**src/rtl/l1_ld_responder.sv**
```systemverilog
// L1-side PTE responder for the page walker: table lookup, fixed-latency
// response pipeline with stall, one-cycle-late cancel, and fill/invalidate port.
module l1_ld_responder #(
  parameter int unsigned DEPTH    = 64,
  parameter int unsigned LAT      = 1,
  parameter logic [31:0] MISS_PTE = 32'hFFFF_F000
) (
  input  logic                     clk_i,
  input  logic                     resetn_i,
  input  logic [27:0]              l1_va_i,
  input  logic                     l1_va_vld_i,
  input  logic                     l1_cancel_i,
  input  logic                     stall_i,
  output logic [31:0]              l1_pa_o,
  output logic                     l1_vld_o,
  input  logic                     fill_we_i,
  input  logic [$clog2(DEPTH)-1:0] fill_idx_i,
  input  logic [31:0]              fill_data_i,
  input  logic                     inv_all_i,
  output logic [15:0]              cancel_cnt_o,
  output logic [15:0]              miss_cnt_o
);

  localparam int unsigned IW = $clog2(DEPTH);
  localparam int unsigned DW = 32;
  localparam int unsigned CW = 16;

  // Table storage (data is never reset; validity lives in ent_vld_q)
  logic [DW-1:0]    mem_q [DEPTH];
  logic [DEPTH-1:0] ent_vld_q, ent_vld_d;

  // Response pipeline, index 0 is stage 1, index LAT-1 drives the outputs
  logic             pvld_q  [LAT];
  logic             pvld_d  [LAT];
  logic [DW-1:0]    pdata_q [LAT];
  logic [DW-1:0]    pdata_d [LAT];

  logic [CW-1:0]    cancel_cnt_q, cancel_cnt_d;
  logic [CW-1:0]    miss_cnt_q, miss_cnt_d;

  logic [IW-1:0]    rd_idx_c;
  logic             rd_hit_c;
  logic [DW-1:0]    rd_data_c;
  logic             accept_c;
  logic             cancel_c;
  logic             out_kill_c;
  logic             unused_va_c;

  // Address decode: byte offset and upper bits are ignored, aliasing intended
  assign rd_idx_c    = l1_va_i[IW+1:2];
  assign unused_va_c = ^{l1_va_i[27:IW+2], l1_va_i[1:0]};

  // Table read sees pre-edge contents, giving read-before-write on fill
  assign rd_hit_c  = ent_vld_q[rd_idx_c];
  assign rd_data_c = rd_hit_c ? mem_q[rd_idx_c] : MISS_PTE;

  assign accept_c   = l1_va_vld_i & ~stall_i;
  assign cancel_c   = l1_cancel_i & ~stall_i & pvld_q[0];
  assign out_kill_c = (LAT == 1) ? cancel_c : 1'b0;

  assign l1_pa_o      = pdata_q[LAT-1];
  assign l1_vld_o     = pvld_q[LAT-1] & ~out_kill_c;
  assign cancel_cnt_o = cancel_cnt_q;
  assign miss_cnt_o   = miss_cnt_q;

  // Entry valid bits: invalidate-all, then fill wins for its own index
  always_comb begin
    ent_vld_d = ent_vld_q;
    if (inv_all_i) begin
      ent_vld_d = '0;
    end
    if (fill_we_i) begin
      ent_vld_d[fill_idx_i] = 1'b1;
    end
  end

  // Pipeline advance; a cancel drops the stage-1 load on its way to stage 2
  always_comb begin
    for (int i = 0; i < LAT; i++) begin
      pvld_d[i]  = pvld_q[i];
      pdata_d[i] = pdata_q[i];
    end
    if (!stall_i) begin
      pvld_d[0]  = accept_c;
      pdata_d[0] = rd_data_c;
      for (int i = 1; i < LAT; i++) begin
        pvld_d[i]  = pvld_q[i-1] & ~(cancel_c & (i == 1));
        pdata_d[i] = pdata_q[i-1];
      end
    end
  end

  // Saturating event counters
  always_comb begin
    cancel_cnt_d = cancel_cnt_q;
    miss_cnt_d   = miss_cnt_q;
    if (cancel_c && (cancel_cnt_q != '1)) begin
      cancel_cnt_d = cancel_cnt_q + CW'(1);
    end
    if (accept_c && !rd_hit_c && (miss_cnt_q != '1)) begin
      miss_cnt_d = miss_cnt_q + CW'(1);
    end
  end

  // Table data write port
  always_ff @(posedge clk_i) begin
    if (fill_we_i) begin
      mem_q[fill_idx_i] <= fill_data_i;
    end
  end

  // Resettable state
  always_ff @(posedge clk_i or negedge resetn_i) begin
    if (!resetn_i) begin
      ent_vld_q    <= '0;
      cancel_cnt_q <= '0;
      miss_cnt_q   <= '0;
      for (int i = 0; i < LAT; i++) begin
        pvld_q[i]  <= 1'b0;
        pdata_q[i] <= '0;
      end
    end else begin
      ent_vld_q    <= ent_vld_d;
      cancel_cnt_q <= cancel_cnt_d;
      miss_cnt_q   <= miss_cnt_d;
      for (int i = 0; i < LAT; i++) begin
        pvld_q[i]  <= pvld_d[i];
        pdata_q[i] <= pdata_d[i];
      end
    end
  end

endmodule

```
**config.mk**
```make
export PLATFORM = sky130hd
export DESIGN_NAME = l1_ld_responder
export DESIGN_NICKNAME = d
export VERILOG_FILES = /design/src/rtl/l1_ld_responder.sv
export SDC_FILE = /design/constraint.sdc
export NUM_CORES = 2
export LEC_CHECK = 0
export CAP_MARGIN = 40
export CELL_PAD_IN_SITES_DETAIL_PLACEMENT = 2
export CELL_PAD_IN_SITES_GLOBAL_PLACEMENT = 2
export CORE_UTILIZATION = 55
export CTS_BUF_LIST = sky130_fd_sc_hd__clkbuf_4 sky130_fd_sc_hd__clkbuf_8
export DETAILED_ROUTE_END_ITERATION = 6
export MAX_ROUTING_LAYER = met4
export PLACE_DENSITY = 0.93
export SETUP_SLACK_MARGIN = 0.5
export SLEW_MARGIN = 15
export SYNTH_ARGS = -nofsm -noshare
export SYNTH_HDL_FRONTEND = slang
export SYNTH_SLANG_ARGS = --single-unit
export TNS_END_PERCENT = 5
```
**constraint.sdc**
```tcl
create_clock -name clk_i -period 6.06 [get_ports clk_i]
set_input_delay 0.909 -clock clk_i [delete_from_list [all_inputs] [get_ports clk_i]]
set_output_delay 0.909 -clock clk_i [all_outputs]
set_load 0.05 [all_outputs]
```
==> results of run 1 <==
## stage by stage
step / area (µm²) / hold WS (ps)
after floorplan: 84500 / 466
after global placement: 88400 / 469
## cell families after synthesis
kind of cell / after synthesis / share of synthesized area [%]
buffers and inverters: 339 / 1.94
multiplexers: 767 / 14.5
AO/OA/AOI/OAI: 511 / 4.30
XOR/XNOR: 27 / 0.280
flip-flops: 2177 / 76.6
AND/OR/NAND/NOR: 401 / 2.32
adder cells (fa/ha/maj): 2 / 0.0296
==> results.sh, run 1 <==
export IMPL_syn_num_nets=4299
export IMPL_ys_seq_area_share_pct=76.6
export IMPL_synth_async_reset_ratio_pct=5.93
export IMPL_dp_hpwl_um=229000
export IMPL_status="did not finish"
export IMPL_row_count=143
export IMPL_synth_avg_cell_area_um2=20.0
export IMPL_initial_core_util_pct=55.5
export IMPL_yosysMostFrequentCell="edfxtp_1"
export IMPL_synth_commonest_cells="2048 x edfxtp_1, 382 x mux2i_1, 356 x mux4_2"
export IMPL_io_pins=138
export IMPL_port_buffers=115
export IMPL_yosysTopAreaCellShare_pct=72.8
export IMPL_lastStage="detailed placement"
export IMPL_synth_edf_count=2048
export IMPL_synth_cell_types=62
export IMPL_synth_cells=4224
export IMPL_yosys_warnings=0
export IMPL_synth_top_flop_cell="edfxtp_1"
export IMPL_yosys_top_cells_area="edfxtp_1 73%, mux4_2 9.5%, mux2i_1 4.5%"
export IMPL_ys_ff_latch=2177
export IMPL_tool_error="[ERROR DPL-0033] detailed placement checks failed during check placement."
export IMPL_yosysTopAreaCell="edfxtp_1"
export IMPL_die_w_um=394
export IMPL_syn_cell_area_mm2=0.0845
export IMPL_routabilityCongestion=0.851
export IMPL_die_y_um=394
==> inputs of run 2 (changes only) <==
==> config.mk (replaced) <==
export PLATFORM = sky130hd
export DESIGN_NAME = l1_ld_responder
export DESIGN_NICKNAME = d
export VERILOG_FILES = /design/src/rtl/l1_ld_responder.sv
export SDC_FILE = /design/constraint.sdc
export NUM_CORES = 2
export LEC_CHECK = 0
export CAP_MARGIN = 40
export CORE_UTILIZATION = 40
export DETAILED_ROUTE_END_ITERATION = 6
export PLACE_DENSITY_LB_ADDON = 0.15
export SLEW_MARGIN = 15
export SYNTH_ARGS = -nofsm -noshare
export SYNTH_HDL_FRONTEND = slang
export SYNTH_SLANG_ARGS = --single-unit
export TNS_END_PERCENT = 5
==> run 2 against run 1 <==
  * Synthesized cell count unchanged
  * The run now ends clean
  * Area after synthesis did not move
==> results.sh, run 2 <==
export IMPL_port_buffers=115
export IMPL_clk_latency_ps=840
export IMPL_cts_path_max_buffers=3
export IMPL_period_needed_ps=3530
export IMPL_nFillCells=17700
export IMPL_synth_top_flop_cell="edfxtp_1"
export IMPL_io_pins=138
export IMPL_worst_path_max_fanout=63
export IMPL_cp_arrival_ps=4230
export IMPL_area_growth_pct=15.7
export IMPL_ir_drop_uv=306
export IMPL_grt_max_degree=99
export IMPL_antenna_found_initial=5
export IMPL_hold_class="in -> reg"
export IMPL_cp_required_ps=6760
export IMPL_synth_cells=4224
export IMPL_drcViolationCount=0
export IMPL_cp_start_kind="input pin"
export IMPL_die_w_um=462
export IMPL_maxCapViolCount=0
export IMPL_die_y_um=462
export IMPL_numCtsBuffers=222
export IMPL_cts_root_buf="clkbuf_16"
export IMPL_final_cell_mix="2048 x edfxtp_1, 382 x mux2i_1, 356 x mux4_2"
export IMPL_setup_tns_final_ps=0
export IMPL_leakage_nw=31.9
export IMPL_drtPass1Iterations=6
export IMPL_final_common_cell="edfxtp_1"
export IMPL_initial_core_util_pct=40.3
export IMPL_die_area_mm2=0.213
export IMPL_comb_power_share_pct=5.8
export IMPL_drt_iter0_drc=4000
export IMPL_power_internal_mw=24.8
export IMPL_slew_viol_final=0
export IMPL_post_cts_buffers=0
export IMPL_slew_limit_headroom_pct=36.5
export IMPL_ys_seq_area_share_pct=76.6
export IMPL_setup_ws_ps=2530
export IMPL_h_tree_depth=4
export IMPL_crit_chain="buf_8 -> buf_4 -> mux2i_1 -> a22oi_1 -> a31oi_1 -> nand4_1 -> a311oi_1 -> a21oi_1"
export IMPL_synth_cell_types=62
export IMPL_status="completed"
export IMPL_crit_family="compound AO/OA/AOI/OAI gates"
export IMPL_routed_wl_um=233000
export IMPL_max_freq_mhz=283
export IMPL_yosysTopAreaCellShare_pct=72.8
export IMPL_worst_slew_pin_slew_ps=948
export IMPL_cp_end_kind="register"
export IMPL_cp_buffers_inverters=2
export IMPL_finalCritPeriodShare_pct=58.3
export IMPL_synth_avg_cell_area_um2=20.0
export IMPL_yosys_top_cells_area="edfxtp_1 73%, mux4_2 9.5%, mux2i_1 4.5%"
export IMPL_grt_use_total_pct=21.9
export IMPL_seq_area_mm2=0.0647
export IMPL_syn_cell_area_mm2=0.0845
export IMPL_power_density_mw_per_mm2=326
export IMPL_grt_pass1_vias=43300
export IMPL_multi_input_area_mm2=0.0187
export IMPL_core_area_mm2=0.210
export IMPL_cts_resized=0
export IMPL_switching_share_pct=22.2
export IMPL_cts_sinks=2177
export IMPL_antenna_left=0
export IMPL_dp_hpwl_um=138000
export IMPL_vias=42500
export IMPL_row_count=168
export IMPL_regMostFlops="mem_q"
export IMPL_grt_overflow=0
export IMPL_p_seq_share_pct=52.3
export IMPL_yosys_warnings=0
export IMPL_worstSetupPathType="in -> reg"
export IMPL_yosysMostFrequentCell="edfxtp_1"
export IMPL_clk_pin_slew_ps=60
export IMPL_synth_edf_count=2048
export IMPL_wl_per_cell_um=31.0
export IMPL_p_sw_mw=7.07
export IMPL_clkPwrFrac_pct=41.9
export IMPL_syn_num_nets=4299
export IMPL_yosysTopAreaCell="edfxtp_1"
export IMPL_layout_nets=4606
export IMPL_layout_drive_gt1_share_pct=22.0
export IMPL_grt_pass1_wl_um=329000
export IMPL_max_stage_delay_ps=780
export IMPL_routabilityCongestion=0.775
export IMPL_slowest_stage="a31oi_1"
export IMPL_routed_via_density=5.64
export IMPL_clock_skew_ps=33.1
export IMPL_ys_ff_latch=2177
export IMPL_synth_commonest_cells="2048 x edfxtp_1, 382 x mux2i_1, 356 x mux4_2"
export IMPL_rsz0062_at_grt="false"
export IMPL_hold_viol_final=0
export IMPL_cts_tree="done"
export IMPL_setup_viol=0
export IMPL_largest_register_ffs=2048
export IMPL_synth_async_reset_ratio_pct=5.93
export IMPL_preCtsSetupSlack_ps=1580
[run 2: cell counts after synthesis]
Identical to the previous run, type by type.
[run 2: path summary, 6_finish.rpt]
check | from | to | slack (ps) | cells past startpoint
worst max-delay path | l1_va_i[3] | l1_pa_o[20]$_DFFE_PN0N_ | 2530 | 8
worst min-delay path | fill_data_i[29] | mem_q[31][29]$_DFFE_PP_ | 470 | 1
worst max register to register | ent_vld_q[11]$_DFF_PN0_ | miss_cnt_o[12]$_DFFE_PN0P_ | 3030 | 7
worst min register to register | miss_cnt_o[10]$_DFFE_PN0P_ | miss_cnt_o[10]$_DFFE_PN0P_ | 490 | 1
max in group asynchronous | resetn_i | ent_vld_q[60]$_DFF_PN0_ | 4290 | 3
min in group asynchronous | resetn_i | l1_pa_o[9]$_DFFE_PN0N_ | 600 | 2
[run 2: power by group through the flow]
stage	combinational [mW]	clock, mW	sequential [mW]
5_1_grt	1.96	14.1	16.7
4_1_cts	1.89	13.6	16.7
3_5_place_dp	1.88	0	17.0
3_3_place_gp	1.81	0	17.0
2_1_floorplan	0.888	0	17.1
6_report	1.85	13.4	16.7
[run 2: per-layer routing]
layer	share of wire [%]	GRT usage [%]	routed length, µm
met1	44	30.4	101000
met2	50	36.6	116000
met3	4.8	2.96	11300
met4	2.0	5.01	4720
met5	0.0056	0	13
[run 2: what timing repair did]
item	CTS	global route
endpoints found under the hold margin	12	0
hold buffers	1	0
setup endpoints to repair	0	0
[run 2: per-stage QoR]
stage	std cells	hold slack [ps]	util (%)	instance area (µm²)	total power, mW
floorplan	4224	466	-	84500	18.0
finish	7527	469	46.6	97700	31.9
detailed placement	7108	489	43.2	90600	18.9
CTS	7521	395	46.6	97700	32.1
global route	7524	436	46.6	97700	32.8
global placement	7051	477	42.7	89600	18.8
[run 2: area by class of cell]
cell class | count | share of cell area (%)
Sequential cell | 2177 | 66.2
Multi-Input combinational cell | 1708 | 19.1
Clock buffer | 276 | 5.93
Tap cell | 2805 | 3.59
Timing Repair Buffer | 341 | 3.57
Clock inverter | 136 | 1.25
Inverter | 81 | 0.311
Antenna cell | 3 | 0.00768
[run 2: cells by family after synthesis]
kind of cell               share of synthesized area [%]
DFF                                                 76.6
muxes                                               14.5
AOI/OAI and AO/OA                                   4.30
and+or+nand+nor                                     2.32
buffers and inverters                               1.94
xor gates and xnor gates                           0.280
adders and majority gates                         0.0296
Note: power is estimated with default switching activity, not from simulation.
